<file path="src/rtl/param_counter_pkg.sv">
// param_counter_pkg: shared encodings for the parameterised counter.
// Holds the mode encodings and the one-shot FSM state type.
package param_counter_pkg;

    localparam logic [1:0] MODE_WRAP    = 2'd0;
    localparam logic [1:0] MODE_SAT     = 2'd1;
    localparam logic [1:0] MODE_ONESHOT = 2'd2;

    typedef enum logic [1:0] {
        IDLE = 2'd0,
        RUN  = 2'd1,
        DONE = 2'd2
    } state_t;

endpackage

</file>
<file path="src/rtl/param_counter_prescaler.sv">
// param_counter_prescaler: enable divider, one tick every div+1 enabled cycles.
// Ports: clk, rst_n (sync, active-low), en, clr, div -> tick.
module param_counter_prescaler
    import param_counter_pkg::*;
#(
    parameter int PRESCALE_W = 4
) (
    input  logic                  clk,
    input  logic                  rst_n,
    input  logic                  en,
    input  logic                  clr,
    input  logic [PRESCALE_W-1:0] div,
    output logic                  tick
);

    logic [PRESCALE_W-1:0] pcnt;

    assign tick = en && (pcnt == div);

    // A shrunk divisor can leave pcnt above div; restart the phase.
    always_ff @(posedge clk) begin
        if (!rst_n) begin
            pcnt <= '0;
        end else if (clr || (pcnt > div)) begin
            pcnt <= '0;
        end else if (en) begin
            pcnt <= tick ? '0 : pcnt + 1'b1;
        end
    end

endmodule

</file>
<file path="src/rtl/param_counter.sv">
// param_counter: up/down counter with wrap, saturate and one-shot modes.
// Ports: clk, rst_n (sync, active-low), en, dir, mode, limit, load,
//        load_val, start, div -> count, tc, busy, done.
// Macro PARAM_COUNTER_PRESCALE_EN enables the div+1 prescaler.
module param_counter
    import param_counter_pkg::*;
#(
    parameter int WIDTH      = 8,
    parameter int PRESCALE_W = 4
) (
    input  logic                  clk,
    input  logic                  rst_n,
    input  logic                  en,
    input  logic                  dir,
    input  logic [1:0]            mode,
    input  logic [WIDTH-1:0]      limit,
    input  logic                  load,
    input  logic [WIDTH-1:0]      load_val,
    input  logic                  start,
    input  logic [PRESCALE_W-1:0] div,
    output logic [WIDTH-1:0]      count,
    output logic                  tc,
    output logic                  busy,
    output logic                  done
);

    state_t           state;
    state_t           state_n;
    logic [WIDTH-1:0] count_n;
    logic [WIDTH-1:0] term;
    logic [WIDTH-1:0] stepped;
    logic             tc_n;
    logic             tick;
    logic             is_os;
    logic             is_sat;
    logic             at_term;
    logic             restart;
    logic             pclr;
    logic             stepping;

    assign is_os    = (mode == MODE_ONESHOT);
    assign is_sat   = (mode == MODE_SAT);
    assign term     = dir ? limit : '0;
    assign at_term  = (count == term);
    assign stepped  = dir ? count + 1'b1 : count - 1'b1;
    assign restart  = start && is_os && !load;
    assign pclr     = load || restart;
    assign stepping = en && tick && !pclr &&
                      (!is_os || (state == RUN));

`ifdef PARAM_COUNTER_PRESCALE_EN
    param_counter_prescaler #(
        .PRESCALE_W(PRESCALE_W)
    ) u_prescaler (
        .clk  (clk),
        .rst_n(rst_n),
        .en   (en),
        .clr  (pclr),
        .div  (div),
        .tick (tick)
    );
`else
    logic unused_div;
    assign unused_div = ^div;
    assign tick       = 1'b1;
`endif

    always_comb begin
        state_n = state;
        count_n = count;
        tc_n    = 1'b0;
        if (load) begin
            count_n = load_val;
            state_n = IDLE;
        end else if (restart) begin
            count_n = dir ? '0 : limit;
            state_n = RUN;
        end else begin
            if (!is_os) begin
                state_n = IDLE;
            end
            if (stepping) begin
                unique case (1'b1)
                    is_os: begin
                        // Already at terminal (e.g. limit=0) ends the run.
                        if (!at_term) begin
                            count_n = stepped;
                        end
                        if (at_term || (stepped == term)) begin
                            state_n = DONE;
                            tc_n    = 1'b1;
                        end
                    end
                    is_sat: begin
                        if (!at_term) begin
                            count_n = stepped;
                            tc_n    = (stepped == term);
                        end
                    end
                    default: begin
                        if (at_term) begin
                            count_n = dir ? '0 : limit;
                        end else begin
                            count_n = stepped;
                        end
                        tc_n = (count_n == term);
                    end
                endcase
            end
        end
    end

    always_ff @(posedge clk) begin
        if (!rst_n) begin
            state <= IDLE;
            count <= '0;
            tc    <= 1'b0;
        end else begin
            state <= state_n;
            count <= count_n;
            tc    <= tc_n;
        end
    end

    assign busy = is_os ? (state == RUN) : en;
    assign done = is_os && (state == DONE);

endmodule
</file>
<file path="config.mk">
export PLATFORM = sky130hd
export DESIGN_NAME = param_counter
export DESIGN_NICKNAME = d
export VERILOG_FILES = /design/src/rtl/param_counter_pkg.sv /design/src/rtl/param_counter_prescaler.sv /design/src/rtl/param_counter.sv
export SDC_FILE = /design/constraint.sdc
export NUM_CORES = 1
export LEC_CHECK = 0
export CORE_ASPECT_RATIO = 0.6
export CORE_UTILIZATION = 35
export DETAILED_ROUTE_END_ITERATION = 8
export GPL_ROUTABILITY_DRIVEN = 0
export PLACE_DENSITY = 0.69
export SYNTH_ARGS = -nofsm -noshare
export SYNTH_HDL_FRONTEND = slang
export SYNTH_HIERARCHICAL = 1
export SYNTH_SLANG_ARGS = --single-unit
</file>
<file path="constraint.sdc">
create_clock -name clk -period 3.7 [get_ports clk]
set_input_delay 0.74 -clock clk [delete_from_list [all_inputs] [get_ports clk]]
set_output_delay 0.74 -clock clk [all_outputs]
set_load 0.02 [all_outputs]
</file>
==> results.py, run 1 <==
metrics = {
    "flow_run": {
        "max_cap_violations": 0,
    },
    "drt": {
        "postRouteAntennaNets": 0,
        "wl_um": 5430,
        "drt-vias-per-instance": 5.64,
        "route.detailed.drc": 0,
        "vias": 1862,
        "firstDrtPassIters": 4,
        "drtIter0Drc": 162,
        "wl_per_cell_um": 16.4,
    },
    "synthesis": {
        "netlist_instances": 227,
        "ffs_w_async_s_r_synth_pct": 0,
        "mapped_area_um2": 1710,
        "dominant_combinational_cell_family_by_area_after_synthesis": "compound AO/OA/AOI/OAI gates",
        "yosys.area_share.adder_pct": 7.04,
        "synth_sequential_area_ratio_pct": 12.9,
        "synth_ff_type": "sky130_fd_sc_hd__dfxtp_1",
        "synth.net_count": 264,
        "syn-mean-instance-area_um2": 7.51,
        "synth_simple_gate_area_share_pct": 28.2,
        "synth_edf_count": 0,
        "synth_warnings": 6,
        "synth.mux.area_fraction_pct": 4.77,
        "synthXorXnorAreaFrac_pct": 10.4,
        "ys_ff_latch": 11,
        "synth-compound-area-share_pct": 28.6,
        "synth.distinct_cells": 60,
    },
    "floorplanning": {
        "starting_density_of_the_core_pct": 36.8,
        "design.portCount": 39,
        "placeableCoreArea_um2": 4640,
        "rows": 19,
        "die-area_um2": 5160,
        "fp.dieW_um": 92.1,
        "chipHeight_um": 56.1,
    },
    "timing": {
        "drv_slew": 0,
        "min_period_ns": 3.46,
        "final-hold-violation-count": 0,
        "slew_headroom_pct": 70.5,
        "rsz0062_at_grt": "no",
        "max_freq_ghz": 0.289,
        "final_min_period_over_clock_period_pct": 93.5,
        "clock_skew_ns": 0.00280,
        "report.final.setup_viol": 0,
        "max_slew.worst_pin.slew_ns": 0.441,
        "final.setup.worst_slack_ns": 0.239,
    },
    "setup_path": {
        "crit_slowest_cell": "sky130_fd_sc_hd__clkdlybuf4s50_1",
        "worst-endpoint-arrival_ns": 3.63,
        "worstPathMaxFanout": 7,
        "critical_path_required_ns": 3.87,
        "setup.worst_path.start_class": "primary input",
        "path_class": "primary input to register",
        "crit_path_max_incr_delay_ns": 0.58,
        "timing.critical_path.to_type": "register",
        "critical-path-top-delay-family": "compound AO/OA/AOI/OAI gates",
        "crit_path_cell_trace": "clkdlybuf4s50_1 -> inv_2 -> ha_1 -> a211oi_4 -> nor2_2 -> xor2_2 -> xnor2_2 -> a31oi_1 -> or3_1 -> o32ai_4 -> o2bb2ai_1",
        "critPathBufInv": 2,
    },
    "grt": {
        "initial_antenna_violation_count": 0,
        "grt_usage_pct": 21.5,
        "first_global_vias": 1667,
        "overflow": 0,
        "grt_start_max_net_pins": 19,
        "wire_length_of_the_first_global_routing_pass_um": 8540,
    },
    "layout": {
        "drive_gt1_share_pct": 13.5,
        "num-nets-final": 305,
        "area.growth.synth_to_final_pct": 31.0,
        "layout.core_utilization_pct": 48.2,
        "n_antenna_cell": 0,
    },
    "clocking": {
        "cts_hold_buffers": 0,
        "cts_inserted_buffers": 3,
        "library_cell_used_as_clock_root_buffer": "sky130_fd_sc_hd__clkbuf_8",
        "cts.sink_count": 11,
        "insertion_delay_ns": 0.24,
        "cts.repair.resized": 0,
        "clk_pin_slew_worst_paths_ns": 0.05,
        "cts_tree": "done",
        "h-tree-depth": 1,
        "ctsLongestPathBuffers": 2,
        "post-cts-setup-buffer-count": 0,
    },
    "pwr": {
        "clock_power_share_pct": 17.4,
        "report.power.total_mw": 0.709,
        "seq_power_share_pct": 20.9,
        "swShare_pct": 42.2,
        "combinationalPowerShare_pct": 61.7,
        "reported_net_switching_power_mw": 0.300,
        "internal_power_mw": 0.410,
        "power.density_nw_per_um2": 318,
        "worst_ir_drop_vdd_mv": 0.186,
        "power.static_leakage_nw": 0.867,
    },
    "place": {
        "io_buffer_count": 34,
        "place_ws_ns": -0.0883,
        "dp_hpwl_um": 4200,
    },
    "hold_path": {
        "worst_hold_path_type": "register to register",
    },
    "outcome": {
        "outcome": "finished clean",
    },
}
## path summary, 6_finish.rpt
| path | slack, ns | endpoint | depth (start not counted) | from |
|---|---|---|---|---|
| setup / recovery | 0.24 | tc | 11 | dir |
| hold / removal | 0.48 | state[1] | 1 | state[1] |
| setup reg to reg | 0.86 | tc | 11 | count[1] |
| hold reg to reg | 0.48 | state[1] | 1 | state[1] |
## power by group through the flow
| stage | sequential (mW) | clock [mW] | combinational (mW) |
|---|---|---|---|
| 6_report | 0.148 | 0.124 | 0.438 |
| 3_5_place_dp | 0.150 | 0 | 0.423 |
| 4_1_cts | 0.147 | 0.124 | 0.425 |
| 2_1_floorplan | 0.156 | 0 | 0.271 |
| 5_1_grt | 0.150 | 0.134 | 0.475 |
| 3_3_place_gp | 0.150 | 0 | 0.415 |
## kinds of logic (layout without fill, tap and decap cells)
| family | count (synthesis) | after routing |
|---|---|---|
| simple gates | 88 | 88 |
| compound gates | 68 | 68 |
| buf+inv | 26 | 66 |
| xor+xnor | 17 | 17 |
| flops | 11 | 11 |
| fa+ha+maj | 9 | 9 |
| mux | 8 | 8 |
## metal layers
| metal | track usage (%) | vias to the layer above | part of all wire [%] |
|---|---|---|---|
| li1 | - | 921 | - |
| met1 | 31.6 | 844 | 47 |
| met2 | 30.1 | 97 | 40 |
| met3 | 9.29 | 0 | 13 |
| met4 | 0.893 | 0 | 0 |
| met5 | 0 | - | 0 |
## state kept, by name, indices dropped and copies added (netlist names)
| register | flops |
|---|---|
| count | 8 |
| state | 2 |
| tc | 1 |
## synth_stat cells (3+ instances only)
cell type | count | share of area (%)
sky130_fd_sc_hd__nor2b_1 | 3 | 1.1
sky130_fd_sc_hd__o2bb2ai_1 | 9 | 4.6
sky130_fd_sc_hd__nor2_1 | 23 | 5.1
sky130_fd_sc_hd__mux2i_1 | 7 | 4.1
sky130_fd_sc_hd__xor2_1 | 5 | 2.6
sky130_fd_sc_hd__nand2_1 | 15 | 3.3
sky130_fd_sc_hd__nor3_1 | 9 | 2.6
sky130_fd_sc_hd__buf_4 | 3 | 1.3
sky130_fd_sc_hd__nand3b_1 | 3 | 1.3
sky130_fd_sc_hd__a31oi_1 | 3 | 1.1
sky130_fd_sc_hd__buf_6 | 3 | 2.0
sky130_fd_sc_hd__a32oi_1 | 3 | 1.5
sky130_fd_sc_hd__o21ai_0 | 12 | 3.5
sky130_fd_sc_hd__and2_1 | 3 | 1.1
sky130_fd_sc_hd__ha_1 | 8 | 5.9
sky130_fd_sc_hd__nand4_1 | 4 | 1.5
sky130_fd_sc_hd__inv_1 | 9 | 2.0
sky130_fd_sc_hd__a21oi_1 | 20 | 5.9
sky130_fd_sc_hd__dfxtp_1 | 11 | 13
sky130_fd_sc_hd__nand2b_1 | 5 | 1.8
sky130_fd_sc_hd__a22oi_1 | 5 | 2.2
sky130_fd_sc_hd__nand3_1 | 3 | 0.88
sky130_fd_sc_hd__buf_2 | 4 | 1.2
sky130_fd_sc_hd__xnor2_1 | 9 | 4.6
sky130_fd_sc_hd__clkbuf_1 | 6 | 1.3
## cells in the final DEF (no fill, tap or decap), types with 2 or more instances in the layout
master,n
sky130_fd_sc_hd__a21oi_1,20
sky130_fd_sc_hd__a22oi_1,5
sky130_fd_sc_hd__a31oi_1,3
sky130_fd_sc_hd__a32oi_1,3
sky130_fd_sc_hd__and2_1,3
sky130_fd_sc_hd__buf_4,19
sky130_fd_sc_hd__clkbuf_8,3
sky130_fd_sc_hd__clkdlybuf4s50_1,34
sky130_fd_sc_hd__dfxtp_1,11
sky130_fd_sc_hd__ha_1,7
sky130_fd_sc_hd__inv_1,8
sky130_fd_sc_hd__mux2i_1,7
sky130_fd_sc_hd__nand2_1,15
sky130_fd_sc_hd__nand2b_1,5
sky130_fd_sc_hd__nand3_1,3
sky130_fd_sc_hd__nand3b_1,3
sky130_fd_sc_hd__nand4_1,4
sky130_fd_sc_hd__nor2_1,23
sky130_fd_sc_hd__nor2b_1,3
sky130_fd_sc_hd__nor3_1,9
sky130_fd_sc_hd__nor4bb_1,2
sky130_fd_sc_hd__o21a_1,2
sky130_fd_sc_hd__o21ai_0,12
sky130_fd_sc_hd__o2bb2ai_1,9
sky130_fd_sc_hd__or3_1,2
sky130_fd_sc_hd__or3b_1,2
sky130_fd_sc_hd__or3b_2,2
sky130_fd_sc_hd__or4_1,2
sky130_fd_sc_hd__xnor2_1,9
sky130_fd_sc_hd__xor2_1,5
## final cells by class
class	count	area, um2
Timing Repair Buffer	53	483
Inverter	9	33.8
Tap cell	63	78.8
Fill cell	475	2400
Multi-Input combinational cell	190	1370
Sequential cell	11	220
Clock buffer	4	45.0
## metrics by stage
step,hold WS (ns),cells,TNS (ns),instance area (um2)
finish,0.483,330,0,2230
global route,0.529,330,0,2230
CTS,0.484,330,0,2210
detailed placement,0.471,326,-0.229,2160
global placement,0.463,326,0,2160
floorplan,0.446,227,0,1710
No activity file was read; power rests on OpenSTA's default activity.
==> inputs of run 2 (changes only) <==
--- a/config.mk
+++ b/config.mk
@@ -5,11 +5,13 @@
 export SDC_FILE = /design/constraint.sdc
 export NUM_CORES = 1
 export LEC_CHECK = 0
+export CELL_PAD_IN_SITES_DETAIL_PLACEMENT = 0
+export CELL_PAD_IN_SITES_GLOBAL_PLACEMENT = 1
 export CORE_ASPECT_RATIO = 0.6
 export CORE_UTILIZATION = 35
 export DETAILED_ROUTE_END_ITERATION = 8
 export GPL_ROUTABILITY_DRIVEN = 0
-export PLACE_DENSITY = 0.69
+export PLACE_DENSITY = 0.88
 export SYNTH_ARGS = -nofsm -noshare
 export SYNTH_HDL_FRONTEND = slang
 export SYNTH_HIERARCHICAL = 1
==> run 2 against run 1 <==
Against the previous run: core utilization up 0.62 points; sequential share of layout area down 0.13 points; hold slack worse by 0.0020 ns; sequential cell count unchanged; highest routed layer is now met4; worst setup slack worse by 0.080 ns; power up 2.0%; non-clock buffer count up 6; combinational power up 3%; via count up 1.9%; clock power about the same; first-iteration DRC count up 46%.
==> results.py, run 2 (same netlist as run 1, synthesis figures left out) <==
metrics = {
    "setup_path": {
        "worst_r2r_path_depth": 11,
        "critical_path_depth": 12,
        "timing.critical_path.to_type": "register",
        "critical_path_required_ns": 3.82,
        "critical-path-top-cell-by-count": "sky130_fd_sc_hd__nor3_1",
        "reg2reg_setup_slack_ns": 0.81,
        "cp-endpoint": "state[0]",
        "crit_path_cell_trace": "clkdlybuf4s50_1 -> inv_1 -> ha_1 -> nor2_1 -> a21oi_1 -> xor2_1 -> buf_4 -> nor3_1 -> a31oi_1 -> or3_1 -> o32ai_2 -> nor3_1",
        "crit_path_max_incr_delay_ns": 0.60,
        "regToRegEndpoint": "state[0]",
        "path_class": "primary input to register",
        "critPathBufInv": 3,
        "crit_slowest_cell": "sky130_fd_sc_hd__clkdlybuf4s50_1",
        "crit_start": "dir",
        "setup.worst_path.start_class": "primary input",
        "worstPathMaxFanout": 7,
        "worstReg2RegStart": "count[1]",
        "critical-path-top-delay-family": "buffers and inverters",
        "worst-endpoint-arrival_ns": 3.66,
    },
    "grt": {
        "grt-busiest-layer": "met1",
        "first_global_vias": 1694,
        "gr-usage-met2_pct": 28.8,
        "wire_length_of_the_first_global_routing_pass_um": 8840,
        "grt_use_met1_pct": 36.1,
        "initial_antenna_violation_count": 0,
        "grt.met3_usage_pct": 5.74,
        "grt_usage_pct": 22.3,
        "overflow": 0,
        "grt_start_max_net_pins": 19,
    },
    "floorplanning": {
        "rows": 19,
        "chipHeight_um": 56.1,
        "die-area_um2": 5160,
        "fp.dieW_um": 92.1,
        "starting_density_of_the_core_pct": 36.8,
        "placeableCoreArea_um2": 4640,
        "design.portCount": 39,
    },
    "layout": {
        "commonest_cells_after_routing_fill_and_taps_aside": "34 x sky130_fd_sc_hd__clkdlybuf4s50_1, 25 x sky130_fd_sc_hd__buf_4, 23 x sky130_fd_sc_hd__nor2_1",
        "nFillCells": 482,
        "reg_top3": "count (8), state (2), tc (1)",
        "n_antenna_cell": 0,
        "drive_gt1_share_pct": 15.4,
        "largest_reg_flops": 8,
        "commonest_non_fill_non_tap_cell_in_the_layout": "sky130_fd_sc_hd__clkdlybuf4s50_1",
        "area.growth.synth_to_final_pct": 32.6,
        "num-nets-final": 311,
        "finalInstanceArea_um2": 2260,
        "post_layout_nonfiller_instances": 336,
        "largest_register": "count",
    },
    "place": {
        "dpl-instance-area_um2": 2210,
        "dpl.cell_count": 332,
        "dp_hpwl_um": 4450,
        "io_buffer_count": 34,
    },
    "drt": {
        "route.detailed.drc": 0,
        "postRouteAntennaNets": 0,
        "wl_um": 5590,
        "drtIter0Drc": 237,
        "wl_per_cell_um": 16.6,
        "vias": 1897,
        "drt-vias-per-instance": 5.65,
        "firstDrtPassIters": 5,
    },
    "clocking": {
        "post-cts-setup-buffer-count": 0,
        "library_cell_used_as_clock_root_buffer": "sky130_fd_sc_hd__clkbuf_8",
        "clk_pin_slew_worst_paths_ns": 0.06,
        "cts_hold_buffers": 0,
        "cts.sink_count": 11,
        "ctsLongestPathBuffers": 2,
        "h-tree-depth": 1,
        "insertion_delay_ns": 0.24,
        "cts.repair.resized": 0,
        "cts_tree": "done",
        "cts_inserted_buffers": 3,
    },
    "timing": {
        "report.final.setup_viol": 0,
        "max_slew.worst_pin.slew_ns": 0.568,
        "rsz0062_at_grt": "no",
        "clock_skew_ns": 0.000795,
        "finalHoldWorstSlack_ns": 0.481,
        "final-hold-violation-count": 0,
        "drv_slew": 0,
        "min_period_ns": 3.54,
        "final_min_period_over_clock_period_pct": 95.7,
        "slew_headroom_pct": 62.0,
        "max_freq_ghz": 0.282,
    },
    "pwr": {
        "power.density_nw_per_um2": 320,
        "worst_ir_drop_vdd_mv": 0.173,
        "power.static_leakage_nw": 0.901,
    },
    "flow_run": {
        "max_cap_violations": 0,
    },
    "hold_path": {
        "worst_hold_path_type": "register to register",
    },
    "outcome": {
        "outcome": "finished clean",
    },
}
## run 2: cell count changes in the layout (fill, tap and decap cells not counted), sizes merged
cell / delta
buf: +6
clkinv: +1
clkbuf: -1
## run 2: cell type report
class | instances | area, um2 | area share [%]
tap | 63 | 78.8 | 3.48
timing repair buffer | 59 | 528 | 23.3
clock inverter | 1 | 5.00 | 0.221
clock buffer | 3 | 41.3 | 1.83
inverter | 9 | 33.8 | 1.49
sequential | 11 | 220 | 9.73
multi-input combinational | 190 | 1360 | 59.9
## run 2: where the power goes
| part | total, mW | switching, mW | internal, mW | leakage [nW] |
|---|---|---|---|---|
| clock network | 0.127 | 0.0526 | 0.0744 | 0.0255 |
| registers | 0.148 | 0.0195 | 0.129 | 0.0904 |
| logic | 0.449 | 0.235 | 0.213 | 0.785 |
## run 2: routing by layer
layer / share of wire (%) / vias to the layer above
li1: - / 931
met1: 52 / 866
met2: 38 / 98
met3: 10 / 2
met4: 0.32 / 0
met5: 0 / -
## run 2: worst register-to-register path, cell delays in order (launching register included)
cell                       delay (ns)
sky130_fd_sc_hd__dfxtp_1         0.49
sky130_fd_sc_hd__inv_1           0.10
sky130_fd_sc_hd__fa_1            0.39
sky130_fd_sc_hd__nand2b_1        0.16
sky130_fd_sc_hd__a21oi_1         0.24
sky130_fd_sc_hd__xor2_1          0.15
sky130_fd_sc_hd__buf_4           0.18
sky130_fd_sc_hd__nor3_1          0.17
sky130_fd_sc_hd__a31oi_1         0.05
sky130_fd_sc_hd__or3_1           0.36
sky130_fd_sc_hd__o32ai_2         0.38
sky130_fd_sc_hd__nor3_1          0.10
## run 2: worst min-delay path by stage
stage | startpoint | end | slack [ns] | cells after the start
6_report | state[1] | state[1] | 0.48 | 1
5_1_grt | state[1] | state[1] | 0.52 | 1
4_1_cts | state[1] | state[1] | 0.49 | 1
3_5_place_dp | state[1] | state[1] | 0.47 | 1
3_3_place_gp | state[1] | state[1] | 0.46 | 1
2_1_floorplan | state[1] | state[1] | 0.45 | 1
## run 2: stage by stage
stage               utilization, %  TNS [ns]  total power [mW]  worst slack, ns
global route                  48.8         0             0.771           0.0158
detailed placement            47.6    -0.136             0.586          -0.0554
finish                        48.8         0             0.724            0.159
CTS                           48.6         0             0.715            0.189
global placement              47.6   -0.0871             0.580          -0.0380
floorplan                        -         0             0.427            0.553
==> inputs of run 3 (changes only) <==
--- a/config.mk
+++ b/config.mk
@@ -7,7 +7,6 @@
 export LEC_CHECK = 0
 export CELL_PAD_IN_SITES_DETAIL_PLACEMENT = 0
 export CELL_PAD_IN_SITES_GLOBAL_PLACEMENT = 1
-export CORE_ASPECT_RATIO = 0.6
 export CORE_UTILIZATION = 35
 export DETAILED_ROUTE_END_ITERATION = 8
 export GPL_ROUTABILITY_DRIVEN = 0
==> constraint.sdc (replaced) <==
create_clock -name clk -period 4.2 [get_ports clk]
set_input_delay 0.84 -clock clk [delete_from_list [all_inputs] [get_ports clk]]
set_output_delay 0.84 -clock clk [all_outputs]
set_load 0.01 [all_outputs]
==> run 3 against run 2 <==
Against the previous run: largest power group unchanged; global-route usage down 4.5 points; sequential cell count unchanged; die area down 0.17%; core utilization down 4.4 points; critical path depth down 1.
==> results.py, run 3 (same netlist as run 1, synthesis figures left out) <==
metrics = {
    "setup_path": {
        "worstPathMaxFanout": 7,
        "worst-endpoint-arrival_ns": 3.79,
        "worstReg2RegStart": "count[0]",
        "reg2reg_setup_slack_ns": 1.10,
        "regToRegEndpoint": "tc",
        "timing.critical_path.to_type": "register",
        "setup.worst_path.start_class": "primary input",
        "critical_path_required_ns": 4.36,
        "path_class": "primary input to register",
        "worst_r2r_path_depth": 11,
    },
    "grt": {
        "grt_start_max_net_pins": 32,
        "first_global_vias": 1588,
        "initial_antenna_violation_count": 0,
        "overflow": 0,
        "grt_usage_pct": 17.8,
        "wire_length_of_the_first_global_routing_pass_um": 7450,
    },
    "timing": {
        "report.final.setup_viol": 0,
        "drv_slew": 0,
        "min_period_ns": 3.62,
        "final.setup.worst_slack_ns": 0.577,
        "max_slew.worst_pin.slew_ns": 0.630,
        "slew_headroom_pct": 57.9,
        "final_min_period_over_clock_period_pct": 86.3,
        "max_freq_ghz": 0.276,
        "clock_skew_ns": 0.00128,
        "final-hold-violation-count": 0,
        "finalHoldWorstSlack_ns": 0.471,
        "setup-tns-final_ns": 0,
        "rsz0062_at_grt": "no",
    },
    "place": {
        "dpl-instance-area_um2": 2040,
        "io_buffer_count": 34,
        "dp_hpwl_um": 3430,
        "place_ws_ns": 0.325,
        "dpl.cell_count": 302,
    },
    "layout": {
        "largest_register": "count",
        "finalInstanceArea_um2": 2080,
        "reg_top3": "count (8), state (2), tc (1)",
        "nFillCells": 499,
        "largest_reg_flops": 8,
        "drive_gt1_share_pct": 7.54,
        "post_layout_nonfiller_instances": 306,
        "num-nets-final": 290,
        "layout.core_utilization_pct": 44.4,
        "commonest_non_fill_non_tap_cell_in_the_layout": "sky130_fd_sc_hd__clkdlybuf4s50_1",
        "area.growth.synth_to_final_pct": 22.2,
        "commonest_cells_after_routing_fill_and_taps_aside": "34 x sky130_fd_sc_hd__clkdlybuf4s50_1, 23 x sky130_fd_sc_hd__nor2_1, 20 x sky130_fd_sc_hd__a21oi_1",
        "n_antenna_cell": 0,
    },
    "flow_run": {
        "max_cap_violations": 0,
    },
    "drt": {
        "drt-vias-per-instance": 5.73,
        "wl_per_cell_um": 14.7,
        "postRouteAntennaNets": 0,
        "wl_um": 4500,
        "drtIter0Drc": 145,
        "firstDrtPassIters": 4,
        "route.detailed.drc": 0,
        "vias": 1752,
    },
    "floorplanning": {
        "placeableCoreArea_um2": 4690,
        "rows": 25,
        "fp.dieW_um": 71.8,
        "die-area_um2": 5160,
        "chipHeight_um": 71.8,
        "starting_density_of_the_core_pct": 36.3,
        "design.portCount": 39,
    },
    "clocking": {
        "cts_inserted_buffers": 3,
        "cts_hold_buffers": 0,
        "h-tree-depth": 1,
        "post-cts-setup-buffer-count": 0,
        "library_cell_used_as_clock_root_buffer": "sky130_fd_sc_hd__clkbuf_8",
        "clk_pin_slew_worst_paths_ns": 0.05,
        "cts.repair.resized": 0,
        "cts_tree": "done",
        "insertion_delay_ns": 0.24,
        "cts.sink_count": 11,
        "ctsLongestPathBuffers": 2,
    },
    "pwr": {
        "report.power.total_mw": 0.570,
        "power.static_leakage_nw": 0.797,
        "worst_ir_drop_vdd_mv": 0.161,
        "power.density_nw_per_um2": 273,
    },
    "hold_path": {
        "worstHoldPathCells": 1,
        "worst_hold_path_type": "register to register",
        "worst_hold_startpoint": "state[1]",
        "hold_path_end": "state[1]",
    },
    "outcome": {
        "outcome": "finished clean",
    },
}
==> run 3: where the power goes <==
group          internal [mW]  total [mW]  leakage (nW)  switching, mW
sequential             0.113       0.133        0.0904         0.0197
combinational          0.156       0.331         0.684          0.175
clock                 0.0666       0.106        0.0228         0.0390
total                  0.337       0.570         0.797          0.233
==> run 3: worst max-delay path by stage <==
stage / start / endpoint / depth (start not counted)
after floorplan: dir / state[0] / 11
after global placement: dir / state[0] / 11
after detailed placement: dir / tc / 11
after CTS: dir / tc / 11
after global routing: dir / tc / 11
final: dir / tc / 11
==> run 3: metal layers <==
metal | vias up | track usage (%) | routed length [um]
met5 | - | 0 | 0
met4 | 0 | 5.01 | 76
met3 | 6 | 3.66 | 231
met2 | 55 | 28.5 | 2020
met1 | 802 | 24.1 | 2170
li1 | 889 | - | -
==> run 3: final cells by class <==
type | instances | area (um2) | share of cell area, %
multi-input combinational | 190 | 1350 | 64.6
timing repair buffer | 38 | 370 | 17.8
sequential | 11 | 220 | 10.6
tap | 54 | 67.6 | 3.24
clock buffer | 4 | 45.0 | 2.16
inverter | 9 | 33.8 | 1.62
==> run 3: critical path: stages <==
cell                              delay [ns]
sky130_fd_sc_hd__clkdlybuf4s50_1        0.53
sky130_fd_sc_hd__inv_1                  0.16
sky130_fd_sc_hd__ha_1                   0.36
sky130_fd_sc_hd__a211oi_4               0.31
sky130_fd_sc_hd__nor2_2                 0.09
sky130_fd_sc_hd__xor2_2                 0.33
sky130_fd_sc_hd__xnor2_2                0.15
sky130_fd_sc_hd__a31oi_1                0.11
sky130_fd_sc_hd__or3_1                  0.38
sky130_fd_sc_hd__o32ai_2                0.37
sky130_fd_sc_hd__o2bb2ai_1              0.16
